**config.mk**
```make
export PLATFORM = sky130hd
export DESIGN_NAME = idli_pc_seq_m
export DESIGN_NICKNAME = d
export VERILOG_FILES = /design/src/rtl/idli_pc_seq_m.sv
export SDC_FILE = /design/constraint.sdc
export NUM_CORES = 1
export LEC_CHECK = 0
export CORE_ASPECT_RATIO = 1.2
export CORE_MARGIN = 1
export CORE_UTILIZATION = 53
export DETAILED_ROUTE_END_ITERATION = 8
export GPL_TIMING_DRIVEN = 0
export PLACE_DENSITY = 0.75
export SETUP_SLACK_MARGIN = 0.1
export SYNTH_ARGS = -nofsm -noshare
export SYNTH_HDL_FRONTEND = slang
export SYNTH_SLANG_ARGS = --single-unit
```
**constraint.sdc**
```tcl
create_clock -name i_pc_gck -period 3.1 [get_ports i_pc_gck]
set_input_delay 0.465 -clock i_pc_gck [delete_from_list [all_inputs] [get_ports i_pc_gck]]
set_output_delay 0.465 -clock i_pc_gck [all_outputs]
set_load 0.02 [all_outputs]
```
**src/rtl/idli_pc_seq_m.sv**
```systemverilog
// idli_pc_seq_m: bit-serial program counter for the idli core.
// The PC lives in a rotating register. One SLICE_WIDTH-bit slice is updated
// per enabled clock, starting with the LSB slice. A full update takes
// N = PC_WIDTH/SLICE_WIDTH enabled cycles.
// Operations: increment, absolute load, PC-relative add, and hold.
// The unit owns its slice counter and exports first/last-slice strobes.
// Optional feature (macro IDLI_PC_LINK_EN): a link register that tracks
// old PC + INC, presented slice-aligned with o_pc_q for return addresses.
// Handshake: there is no valid/ready pair. i_pc_en is a pure advance
// qualifier. Each cycle with i_pc_en high consumes one i_pc_data slice and
// retires one o_pc_q slice. With i_pc_en low, every flop holds.
module idli_pc_seq_m #(
  parameter int unsigned         PC_WIDTH    = 16,
  parameter int unsigned         SLICE_WIDTH = 4,
  parameter int unsigned         INC         = 2,
  parameter logic [PC_WIDTH-1:0] RESET_PC    = '0
) (
  input  logic                   i_pc_gck,
  input  logic                   i_pc_rst_n,
  input  logic                   i_pc_en,
  input  logic [1:0]             i_pc_op,
  input  logic [SLICE_WIDTH-1:0] i_pc_data,
  output logic [SLICE_WIDTH-1:0] o_pc_q,
  output logic                   o_pc_first,
  output logic                   o_pc_last,
  output logic [SLICE_WIDTH-1:0] o_pc_link_q
);

  localparam int unsigned             N         = PC_WIDTH / SLICE_WIDTH;
  localparam int unsigned             CTR_W     = (N > 1) ? $clog2(N) : 1;
  localparam logic [CTR_W-1:0]        LAST_CTR  = CTR_W'(N - 1);
  localparam logic [SLICE_WIDTH-1:0]  INC_SLICE = SLICE_WIDTH'(INC);

  typedef enum logic [1:0] {
    OP_INC  = 2'd0,
    OP_LOAD = 2'd1,
    OP_REL  = 2'd2,
    OP_HOLD = 2'd3
  } op_e;

  logic [PC_WIDTH-1:0]    pc_q, pc_d;
  logic [CTR_W-1:0]       ctr_q, ctr_d;
  op_e                    op_q, op_d, cur_op;
  logic                   carry_q, carry_d;
  logic                   first, cin;
  logic [SLICE_WIDTH-1:0] s, inc_add, new_slice;
  logic [SLICE_WIDTH:0]   sum_inc, sum_rel;
  logic                   co;

  assign first      = (ctr_q == '0);
  assign s          = pc_q[SLICE_WIDTH-1:0];
  assign o_pc_q     = s;
  assign o_pc_first = first;
  assign o_pc_last  = (ctr_q == LAST_CTR);

  // Slice datapath and next-state logic; everything holds unless enabled.
  always_comb begin
    pc_d      = pc_q;
    ctr_d     = ctr_q;
    op_d      = op_q;
    carry_d   = carry_q;
    cur_op    = first ? op_e'(i_pc_op) : op_q;
    cin       = first ? 1'b0 : carry_q;
    inc_add   = first ? INC_SLICE : '0;
    sum_inc   = {1'b0, s} + {1'b0, inc_add} + {{SLICE_WIDTH{1'b0}}, cin};
    sum_rel   = {1'b0, s} + {1'b0, i_pc_data} + {{SLICE_WIDTH{1'b0}}, cin};
    new_slice = s;
    co        = 1'b0;
    case (cur_op)
      OP_INC:  {co, new_slice} = sum_inc;
      OP_LOAD: new_slice = i_pc_data;
      OP_REL:  {co, new_slice} = sum_rel;
      default: new_slice = s;
    endcase
    if (i_pc_en) begin
      // Rotate right: the freshly computed slice enters at the MSB end.
      pc_d = pc_q >> SLICE_WIDTH;
      pc_d[PC_WIDTH-1 -: SLICE_WIDTH] = new_slice;
      ctr_d   = (ctr_q == LAST_CTR) ? '0 : ctr_q + 1'b1;
      carry_d = co;
      if (first) op_d = cur_op;
    end
  end

  // Main PC state; reset abandons any partially rotated update.
  always_ff @(posedge i_pc_gck or negedge i_pc_rst_n) begin
    if (!i_pc_rst_n) begin
      pc_q    <= RESET_PC;
      ctr_q   <= '0;
      op_q    <= OP_HOLD;
      carry_q <= 1'b0;
    end else begin
      pc_q    <= pc_d;
      ctr_q   <= ctr_d;
      op_q    <= op_d;
      carry_q <= carry_d;
    end
  end

`ifdef IDLI_PC_LINK_EN
  logic [PC_WIDTH-1:0]  link_q, link_d;
  logic                 link_c_q, link_c_d;
  logic [SLICE_WIDTH:0] link_sum;

  // Link register builds (new PC + INC) from the new slices. It then lines
  // up with the matching o_pc_q slice as the pre-update PC + INC.
  always_comb begin
    link_d   = link_q;
    link_c_d = link_c_q;
    link_sum = {1'b0, new_slice} + {1'b0, inc_add} +
               {{SLICE_WIDTH{1'b0}}, (first ? 1'b0 : link_c_q)};
    if (i_pc_en) begin
      link_d = link_q >> SLICE_WIDTH;
      link_d[PC_WIDTH-1 -: SLICE_WIDTH] = link_sum[SLICE_WIDTH-1:0];
      link_c_d = link_sum[SLICE_WIDTH];
    end
  end

  // Link state flops.
  always_ff @(posedge i_pc_gck or negedge i_pc_rst_n) begin
    if (!i_pc_rst_n) begin
      link_q   <= RESET_PC + PC_WIDTH'(INC);
      link_c_q <= 1'b0;
    end else begin
      link_q   <= link_d;
      link_c_q <= link_c_d;
    end
  end

  assign o_pc_link_q = link_q[SLICE_WIDTH-1:0];
`else
  assign o_pc_link_q = '0;
`endif

endmodule

```
==> summary.md <==
| Metric | Value |
|---|---|
| Fmax | roughly 370 MHz |
| Worst-path cell with the longest stage delay | mux4_1 |
| Total power | 1.34 mW |
| Util after Layout | 64.5% |
| Post-CTS Setup Bufs | 0 |
| Syn Area/Cell | 11.1 um^2 |
| Slew @ Worst Pin | 855 ps |
| Max VDD drop | 0.503 mV |
| Die W | 46.6 um |
| CP Cell Sequence | inv_1, ha_1, and2b_2, inv_1, fa_1, fa_1, mux4_1, a21oi_1 |
| Num CTS Buffers | 3 |
| Hold EP | pc_q[0] |
| Sequential cell area fraction in the yosys report | about two fifths |
| CP max FO | 8 |
| R2r setup slk | 390 ps |
| Post-route cell area | 1470 um^2 |
| Clk_lat worst skew | about 310 ps |
| IO Pins | 19 |
| Pwr dens | 912 nW/um^2 |
| Yosys reg bits | 21 |
| Placement Cell Area | 1440 um^2 |
| DPL Wire Length | approximately 1700 um |
| CTS tree | done |
| Clock skew | between 5 and 6 ps |
| Initial Utilization | ~55% |
| P_leak | 0.677 nW |
| Top cells by area, synth | dfrtp_1, mux2_2, ha_1 |
| Final cycle utilization of the critical path | 87.5% |
| Most frequent cells in the layout | dfrtp_1, mux2_2, clkdlybuf4s50_1, inv_1, buf_4 |
| Initial antenna violation count | 0 |
| Ant. Diodes | 0 |
| Fillers | 195 |
| Worst-case clock buffer depth | 2 |
| Cell taking the most area after synthesis | dfrtp_1 |
| Number of max-cap violations | 0 |
| Worst path bufs/invs | 2 |
| Reg2reg start | ctr_q[0] |
| Hold Path Class | reg2reg |
| First-pass GRT wire length | 3760 um |
| Via density | approximately 5.4 |
| Final Setup Violations | 0 |
| Slowest stage delay, CP | 540 ps |
| Worst-path clk slew | approximately 120 ps |
| CTS root buf | clkbuf_4 |
| Number of nets in the layout | roughly 150 |
| Via count | 892 |
| Final Hold Slack | 499 ps |
| Synth Instances | about 110 |
| Average wire per standard cell | between 10 and 15 um |
| Hold depth | 2 |
| CP startpoint | ctr_q[0] |
| Critical path required time | 3330 ps |
| Final hold vios | 0 |
| H-tree levels | 1 |
| Synth unique cells | 34 |
| Dominant synthesized flop cell | dfrtp_1 |
| Final slew viol count | 0 |
| Top cell type's share of synthesized area | 37.6% |
| Routed Antenna Nets | 0 |
| GP Congestion | between 0.8 and 0.9 |
| Async S/R FF share, synth | 100% |
| Fin crit period | 2710 ps |
| Core area | approximately 2300 um^2 |
| Die height | 55.5 um |
| Number of enable flip-flop cells after synthesis | 0 |
| TritonRoute pass-1 iters | 4 |
| Setup TNS | 0 ps |
| R2R depth | 8 |
| Worst flop-to-flop path endpoint | pc_q[13] |
| Crit start category | register |
| Clk sinks | 21 |
| Port-buffer cells | 13 |
| Area growth syn-to-layout | 16.4% |
| Grt ovf | 0 |
| Hold buffers post-CTS | 0 |
| Post-CTS sizing | 0 |
| RSZ-0062 raised after global routing | false |
| Status | completed |
| Vias in the first global route | 875 |
| Initial DRC count | 24 |
| Syn. warnings | 0 |
| Normalized max-slew margin | 41.4% |
| Mapped Area | 1260 um^2 |
| CP Class | reg2reg |
| Total GRT Usage | 20.2% |
| Drt drc | 0 |
| Drt total wl | 2190 um |
| Worst setup EP type | register |
| Commonest non-fill, non-tap cell in the layout | dfrtp_1 |
| Rows | 19 |
| Largest net degree at the start of global routing | 22 |
| DIE AREA | 2580 um^2 |
| Worst path top cell family by delay | adder cells |
| Crit path DAT | 2950 ps |
| Share of cells above drive strength 1 | 22.4% |
| Hold Path Origin | pc_q[4] |
## flip-flops by register name (all words and copies together), names as in the netlist
signal / count
carry_q: 1
ctr_q: 2
op_q: 2
pc_q: 16
## cells in the mapped netlist, types with 2 or more instances
cell type and number:
mux4_1 2, o21ai_0 6, nand2_1 7, a21oi_1 3, dfstp_2 2, clkbuf_1 3, a211oi_1 2, fa_1 3
dfrtp_1 19, inv_1 11, mux2_2 13, ha_1 7, nor2_1 6, buf_4 8, nand3_1 2, mux2i_1 2
## power breakdown
group / total [mW] / leakage [nW] / internal (mW) / switching, mW
Combinational: 0.704 / 0.411 / 0.367 / 0.337
Clock: 0.131 / 0.0177 / 0.0482 / 0.0827
Sequential: 0.507 / 0.248 / 0.415 / 0.0917
## cell type report
type                       instances  area [um^2]  area share [%]
clock inverter                     1         5.00           0.340
tap                               31         38.8            2.64
sequential                        21          528            35.9
multi-input combinational         74          634            43.1
timing repair buffer              13          130            8.84
inverter                          11         41.3            2.81
buffer                            11         71.3            4.85
clock buffer                       3         22.5            1.53
## cell families after synthesis
logic type / Yosys count / share of synthesized area, %
buf+inv: 22 / 8.91
other cells: 1 / 0.297
mux: 17 / 17.3
fa+ha+maj: 10 / 11.7
flops: 21 / 41.8
compound gates: 18 / 9.51
simple gates: 24 / 9.80
xor+xnor: 1 / 0.693
## worst reg2reg max path: stages (launching register included)
cell	delay (ps)
dfrtp_1	390
inv_1	60
ha_1	320
and2b_2	270
inv_1	40
fa_1	400
fa_1	440
mux4_1	540
a21oi_1	170
## per-stage QoR
step / instances / worst slack (ps)
final: 165 / 387
after global routing: 165 / 271
after CTS: 165 / 342
after detailed placement: 161 / 382
after global placement: 161 / 412
after floorplan: 117 / 539
## worst max-delay path by stage
stage | slack, ps | cells after the start | to
global route | 270 | 10 | carry_q
finish | 390 | 8 | pc_q[13]
global placement | 410 | 6 | pc_q[13]
detailed placement | 380 | 8 | pc_q[13]
floorplan | 540 | 8 | pc_q[13]
CTS | 340 | 8 | pc_q[13]
## per-layer routing
layer	track usage, %	vias to the layer above	share of wire, %
met2	32.5	28	51
met4	9.24	0	2.2
met1	25.6	426	42
li1	-	430	-
met3	2.94	8	4.9
met5	0	-	0
No activity file was read; power rests on OpenSTA's default activity.
